File: config.mk
export PLATFORM = sky130hd
export DESIGN_NAME = gpio_apb_arb16
export DESIGN_NICKNAME = d
export VERILOG_FILES = /design/src/rtl/gpio_apb_pkg16.sv /design/src/rtl/gpio_rr_arb16.sv /design/src/rtl/gpio_apb_arb16.sv
export SDC_FILE = /design/constraint.sdc
export NUM_CORES = 1
export LEC_CHECK = 0
export BUFFER_PORTS_ARGS = -buffer_cell sky130_fd_sc_hd__buf_2
export CAP_MARGIN = 5
export CORE_ASPECT_RATIO = 1.75
export CORE_MARGIN = 8
export CORE_UTILIZATION = 47
export CTS_CLUSTER_SIZE = 40
export DETAILED_ROUTE_END_ITERATION = 6
export GPL_TIMING_DRIVEN = 0
export HOLD_SLACK_MARGIN = 0.02
export PLACE_DENSITY = 0.95
export SLEW_MARGIN = 20
export SYNTH_ARGS = -nofsm -noshare
export SYNTH_HDL_FRONTEND = slang
export SYNTH_SLANG_ARGS = --single-unit
File: constraint.sdc
create_clock -name pclk16 -period 3.7 [get_ports pclk16]
set_input_delay 0.925 -clock pclk16 [delete_from_list [all_inputs] [get_ports pclk16]]
set_output_delay 0.925 -clock pclk16 [all_outputs]
set_load 0.03 [all_outputs]
File: src/rtl/gpio_apb_pkg16.sv
// Shared definitions for the two-requester APB master arbiter in front of the GPIO slave.
// Holds the transfer FSM encoding and the default bus widths.
package gpio_apb_pkg16;

    localparam int ADDR_W_DEF = 6;
    localparam int DATA_W_DEF = 32;

    typedef enum logic [1:0] {
        ST_IDLE   = 2'd0,
        ST_SETUP  = 2'd1,
        ST_ACCESS = 2'd2,
        ST_DONE   = 2'd3
    } apb_state_e;

endpackage

File: src/rtl/gpio_rr_arb16.sv
// Two-way round-robin arbiter with a 1-bit last-grant pointer.
// The pointer only moves when grant_en is high and some request is present.
module gpio_rr_arb16 (
    input  logic       clk,
    input  logic       rst,
    input  logic [1:0] req,
    input  logic       grant_en,
    output logic [1:0] grant
);

    logic last_q;
    logic last_d;

    always_comb begin
        grant = req;
        if (req == 2'b11) begin
            grant = last_q ? 2'b01 : 2'b10;
        end
    end

    always_comb begin
        last_d = last_q;
        if (grant_en && (req != 2'b00)) begin
            last_d = grant[1];
        end
    end

    // Reset value 1 lets requester 0 win the first tie.
    always_ff @(posedge clk or posedge rst) begin
        if (rst) begin
            last_q <= 1'b1;
        end else begin
            last_q <= last_d;
        end
    end

endmodule

File: src/rtl/gpio_apb_arb16.sv
// Arbitrates two requesters onto a single APB master port to the GPIO slave.
// One transfer in flight at a time: IDLE -> SETUP -> ACCESS -> DONE.
module gpio_apb_arb16
    import gpio_apb_pkg16::*;
#(
    parameter int ADDR_W = ADDR_W_DEF,
    parameter int DATA_W = DATA_W_DEF
) (
    input  logic                pclk16,
    input  logic                p_reset16,
    input  logic [1:0]          req_valid16,
    input  logic [1:0]          req_write16,
    input  logic [2*ADDR_W-1:0] req_addr16,
    input  logic [2*DATA_W-1:0] req_wdata16,
    output logic [1:0]          req_done16,
    output logic [DATA_W-1:0]   req_rdata16,
    output logic                psel16,
    output logic                penable16,
    output logic                pwrite16,
    output logic [ADDR_W-1:0]   paddr16,
    output logic [DATA_W-1:0]   pwdata16,
    input  logic [DATA_W-1:0]   prdata16
);

    apb_state_e        state_q, state_d;
    logic              grant_q, grant_d;
    logic              write_q, write_d;
    logic [ADDR_W-1:0] addr_q, addr_d;
    logic [DATA_W-1:0] wdata_q, wdata_d;
    logic [DATA_W-1:0] rdata_q, rdata_d;
    logic [1:0]        grant;
    logic              take;

    gpio_rr_arb16 u_arb (
        .clk      (pclk16),
        .rst      (p_reset16),
        .req      (req_valid16),
        .grant_en (state_q == ST_IDLE),
        .grant    (grant)
    );

    assign take = (state_q == ST_IDLE) && (req_valid16 != 2'b00);

    always_ff @(posedge pclk16 or posedge p_reset16) begin
        if (p_reset16) begin
            state_q <= ST_IDLE;
        end else begin
            state_q <= state_d;
        end
    end

    always_comb begin
        state_d = state_q;
        case (state_q)
            ST_IDLE:   if (take) state_d = ST_SETUP;
            ST_SETUP:  state_d = ST_ACCESS;
            ST_ACCESS: state_d = ST_DONE;
            ST_DONE:   state_d = ST_IDLE;
            default:   state_d = ST_IDLE;
        endcase
    end

    always_comb begin
        psel16     = 1'b0;
        penable16  = 1'b0;
        req_done16 = 2'b00;
        case (state_q)
            ST_SETUP:  psel16 = 1'b1;
            ST_ACCESS: begin
                psel16    = 1'b1;
                penable16 = 1'b1;
            end
            ST_DONE:   req_done16 = grant_q ? 2'b10 : 2'b01;
            default:   ;
        endcase
    end

    // Request fields are captured only at grant, so later input changes cannot disturb the transfer.
    always_comb begin
        grant_d = grant_q;
        write_d = write_q;
        addr_d  = addr_q;
        wdata_d = wdata_q;
        rdata_d = rdata_q;
        if (take) begin
            grant_d = grant[1];
            write_d = grant[1] ? req_write16[1] : req_write16[0];
            addr_d  = grant[1] ? req_addr16[2*ADDR_W-1:ADDR_W] : req_addr16[ADDR_W-1:0];
            wdata_d = grant[1] ? req_wdata16[2*DATA_W-1:DATA_W] : req_wdata16[DATA_W-1:0];
        end
        if (state_q == ST_ACCESS) begin
            rdata_d = prdata16;
        end
    end

    always_ff @(posedge pclk16 or posedge p_reset16) begin
        if (p_reset16) begin
            grant_q <= 1'b0;
            write_q <= 1'b0;
            addr_q  <= '0;
            wdata_q <= '0;
            rdata_q <= '0;
        end else begin
            grant_q <= grant_d;
            write_q <= write_d;
            addr_q  <= addr_d;
            wdata_q <= wdata_d;
            rdata_q <= rdata_d;
        end
    end

    assign pwrite16    = write_q;
    assign paddr16     = addr_q;
    assign pwdata16    = wdata_q;
    assign req_rdata16 = rdata_q;

endmodule

---- Yosys cells after proc, flatten, opt, wreduce, memory -nomap -nowiden ----
Cells that the tools add are included.
storage, ports and cells
  register bits ........................... 75
  word-level logic and storage cells ...... 27
  output and inout port bits .............. 75
  bits of input ports ..................... 114
cells by class
  reductions and logical operators ........ 4
  eq/ne operators ......................... 5
  multiplexer cells ....................... 11
operator list
  operator                                              number
  two-way mux 32 bit                                    1
  two-way mux 2 bit                                     5
  case mux 2 bit (4 select lines)                       1
  equality test 2 bit (second input constant)           3
  two-way mux 6 bit                                     1
  two-way mux 1 bit                                     3
  equality test 2 x 1 -> 1 bit (second input constant)  1
  logical NOT 2 bit                                     1
  inequality test 2 bit (second input constant)         1
  nonzero test 2 bit                                    1
  OR reduction 2 bit                                    1
  logical AND 1 bit                                     1

---- Logic depth before layout (Yosys ltp) ----
  depth after elaboration ................. 4
  gate-level depth with buffers ........... 7
  gate-level depth less buffers ........... 5

---- Modules after synthesis ----
From an unflattened synthesis, not the netlist that was laid out.
unflattened totals
  cell total of the unflattened synthesis .. 219
  area, all modules ....................... 3525.9 um^2
by module, submodules not included
  module          area an instance (um^2)  sequential area each (um^2)  times used  cells an instance
  gpio_apb_arb16  3465.8                   1851.8                       1           212
  gpio_rr_arb16   60.1                     26.3                         1           7

---- Worst setup path before layout ----
OpenSTA, ideal clock, no wires.
  kind .................................... reg2out
  from .................................... reg state_q[1]
  to ...................................... out req_done16[0]
  path slack .............................. 1.807 ns
  cell stages (with the launch flop) ...... 3
  path buffers ............................ 0
  required time ........................... 2.775 ns
  arrival ................................. 0.968 ns
  cells stage by stage .................... dfrtp_1 -> ha_1 -> nor2b_1
on the way
  word-level cells in the longest chain between the ends .. 2
RTL lines
  what                    line                  source
  start, declared         gpio_apb_arb16.sv:25  apb_state_e state_q, state_d;
  start signal, assigned  gpio_apb_arb16.sv:48  state_q <= state_d;
  equality test 2 bit     gpio_apb_arb16.sv:67  case (state_q)
  two-way mux 2 bit       gpio_apb_arb16.sv:67
  end, declared           gpio_apb_arb16.sv:15  output logic [1:0] req_done16,
Every way passes these cells.

---- Worst setup path in the final report ----
  from .................................... reg state_q[1]
  to ...................................... out psel16
on the way
  word-level cells in the longest chain between the ends .. 3
  elaborated cells between the ends (all ways) .. 4
  classes of those cells .................. 2 x eq/ne; 1 x mux; 1 x reduce/logical
RTL lines
  what                                                                        line                  source
  equality test 2 bit / equality test 2 x 1 -> 1 bit (equally long branches)  gpio_apb_arb16.sv:67
  OR reduction 2 bit (no line) (*)                                            n/a
  two-way mux 1 bit (*)                                                       gpio_apb_arb16.sv:67
  end, declared                                                               gpio_apb_arb16.sv:17  output logic psel16,
Every way passes the cells marked *; elsewhere a longest branch is shown, timed or not.

==> impl_metrics.env <==
export IMPL_outcome="completed"
export IMPL_synth_area_per_cell_um2=10.5
export IMPL_die_w_um=78.3
export IMPL_cts_setup_buffers=0
export IMPL_reg2reg_slack_ps=1950
export IMPL_cts_max_level=3
export IMPL_grt_max_degree=47
export IMPL_clockRootBuffer="clkbuf_16"
export IMPL_syn2layout_area_growth_pct=44.2
export IMPL_slew_headroom_pct=69.8
export IMPL_postRouteAntennaNets=0
export IMPL_grt_antenna_before_repair=0
export IMPL_drc=0
export IMPL_synthesis_instances=305
export IMPL_tightest_slew_ps=452
export IMPL_r2r_end="req_rdata16[21]$_DFFE_PP0P_"
export IMPL_yosysWarnings=0
export IMPL_start_util_pct=47.6
export IMPL_min_period_ps=2220
export IMPL_layout_common_cells="buf_2 (204), nand2_1 (79), dfrtp_1 (74), a31oi_1 (40), nor2_1 (39)"
export IMPL_hold_start="req_rdata16[1]$_DFFE_PP0P_"
export IMPL_grt_util_all_layers_pct=19.8
export IMPL_die_height_um=125
export IMPL_insertion_delay_ps=330
export IMPL_ir_drop_v=0.000491
export IMPL_required_ps=2770
export IMPL_vias=3031
export IMPL_hold_end="req_rdata16[1]$_DFFE_PP0P_"
export IMPL_r2r_cells=5
export IMPL_final_area_mm2=0.00461
export IMPL_arrival_ps=1300
export IMPL_tns_ps=0
export IMPL_clock_path_buffers=2
export IMPL_pin_count=189
export IMPL_holdPathStages=1
export IMPL_fmaxAchievable_mhz=450
export IMPL_fillers=524
export IMPL_vias_per_cell=5.10
export IMPL_grt_overflow_total=0
export IMPL_synth_seq_area_share_pct=58.8
export IMPL_startpoint_type="flop"
export IMPL_critPathMaxFanout=4
export IMPL_final_common_cell="buf_2"
export IMPL_hpwl_mm=7.69
export IMPL_placementRows=40
export IMPL_power_per_cell_area_mw_per_mm2=1060
export IMPL_wirelength_mm=9.69
export IMPL_setup_violations=0
export IMPL_final_nets=623
export IMPL_worst_clock_skew_ps=7.14
export IMPL_final_hold_viol_count=0
export IMPL_hold_class="flop to flop"
export IMPL_whs_ps=498
export IMPL_die_area_mm2=0.00979
export IMPL_core_mm2=0.00671
export IMPL_critical_path_class="flop to output pin"
export IMPL_clkTransAtPathRegs_ps=60
export IMPL_leakage_uw=0.00235
export IMPL_num_antenna_cells=0
export IMPL_yosys_register_bits=75
export IMPL_grt_pass1_wl_mm=15.6
export IMPL_wl_per_cell_um=16.3
export IMPL_min_period_over_period_pct=60.0
export IMPL_routabilityCongestion=0.790
export IMPL_synthDistinctLibCells=21
export IMPL_place_area_mm2=0.00426
export IMPL_netlist_area_mm2=0.00319
export IMPL_rr_startpoint="state_q[0]$_DFFE_PP0P_"
export IMPL_numCtsBuffers=9
export IMPL_dr_first_iter_drc_count=141
export IMPL_final_max_slew_viol_count=0
export IMPL_cts_hold_buffers=0
export IMPL_portBuffers=188
export IMPL_cts_tree="built"
export IMPL_cts_resized=0
export IMPL_grt_pass1_vias=3241
export IMPL_drt_first_pass_iters=5
export IMPL_syn_nets=423
export IMPL_numClockSinks=75
export IMPL_cap_violations=0
export IMPL_rsz0062_at_grt="false"
export IMPL_layout_drive_gt1_share_pct=51.0
export IMPL_endpoint_kind="output pin"
==> state kept, by name, summed over array words and instances (netlist names) <==
signal        cells
pwrite16          1
req_rdata16      32
u_arb.last_q      1
state_q           2
paddr16           6
grant_q           1
pwdata16         32
==> report_power, final <==
part	switching, µW	internal [µW]
sequential	214	1250
combinational	1590	818
clock	313	674
total	2120	2740
==> cells in the mapped netlist, drive strengths merged <==
| cell | count | area share (%) |
|---|---|---|
| nor3 | 1 | 0.16 |
| a21boi | 1 | 0.35 |
| a21bo | 1 | 0.31 |
| ha | 4 | 1.6 |
| o21a | 1 | 0.24 |
| o21ai | 1 | 0.16 |
| nand2 | 79 | 9.3 |
| inv | 4 | 0.47 |
| a31oi | 40 | 7.8 |
| a21oi | 2 | 0.31 |
| dfrtp | 74 | 58 |
| nor2b | 1 | 0.20 |
| dfstp | 1 | 0.82 |
| nor2 | 39 | 4.6 |
| and2 | 1 | 0.20 |
| mux2 | 33 | 12 |
| nor3b | 1 | 0.24 |
| buf | 20 | 3.6 |
| clkbuf | 1 | 0.12 |
==> stage by stage <==
step	util (%)	power [µW]	cells	worst slack [ps]
after floorplan	-	3150	305	867
after global placement	63.2	3800	577	115
after detailed placement	63.6	3910	578	1700
after CTS	68.7	4920	594	1450
after global routing	68.7	5150	594	1430
final	68.7	4860	594	1480
==> cell families (layout without fill, tap and decap cells) <==
family / after synthesis / count (layout) / synth area share (%)
AND/OR/NAND/NOR: 122 / 122 / 14.6
flip-flops: 75 / 75 / 58.8
AO/OA/AOI/OAI: 46 / 46 / 9.20
multiplexers: 33 / 33 / 11.6
buffers and inverters: 25 / 230 / 4.15
adder cells (fa/ha/maj): 4 / 4 / 1.57
==> critical path: stages, from the launching register on <==
cell and delay (ps):
dfrtp_1 390, inv_1 80, ha_1 290, buf_2 210
==> worst max path at each step <==
stage                                 from                       end  slack, ps
global route        state_q[1]$_DFFE_PP0P_                    psel16       1430
CTS                 state_q[1]$_DFFE_PP0P_                    psel16       1450
floorplan                        p_reset16       grant_q$_DFFE_PP0P_        870
finish              state_q[1]$_DFFE_PP0P_                    psel16       1480
global placement                 p_reset16  pwdata16[21]$_DFFE_PP0P_        110
detailed placement          req_valid16[1]   pwdata16[4]$_DFFE_PP0P_       1700
==> area by class of cell <==
| type | count | area (µm²) | area share (%) |
|---|---|---|---|
| sequential | 75 | 1880 | 40.8 |
| multi-input combinational | 205 | 1180 | 25.7 |
| timing repair buffer | 189 | 961 | 20.9 |
| clock buffer | 11 | 243 | 5.27 |
| buffer | 21 | 118 | 2.55 |
| tap | 84 | 105 | 2.28 |
| clock inverter | 5 | 100 | 2.17 |
| inverter | 4 | 17.5 | 0.380 |
==> per-layer routing <==
| metal | track usage, % | wire [µm] |
|---|---|---|
| met1 | 19.4 | 3400 |
| met4 | 9.33 | 284 |
| met3 | 6.74 | 750 |
| met5 | 0 | 0 |
| met2 | 35.7 | 5250 |
Power figures use the tool's default switching activity.
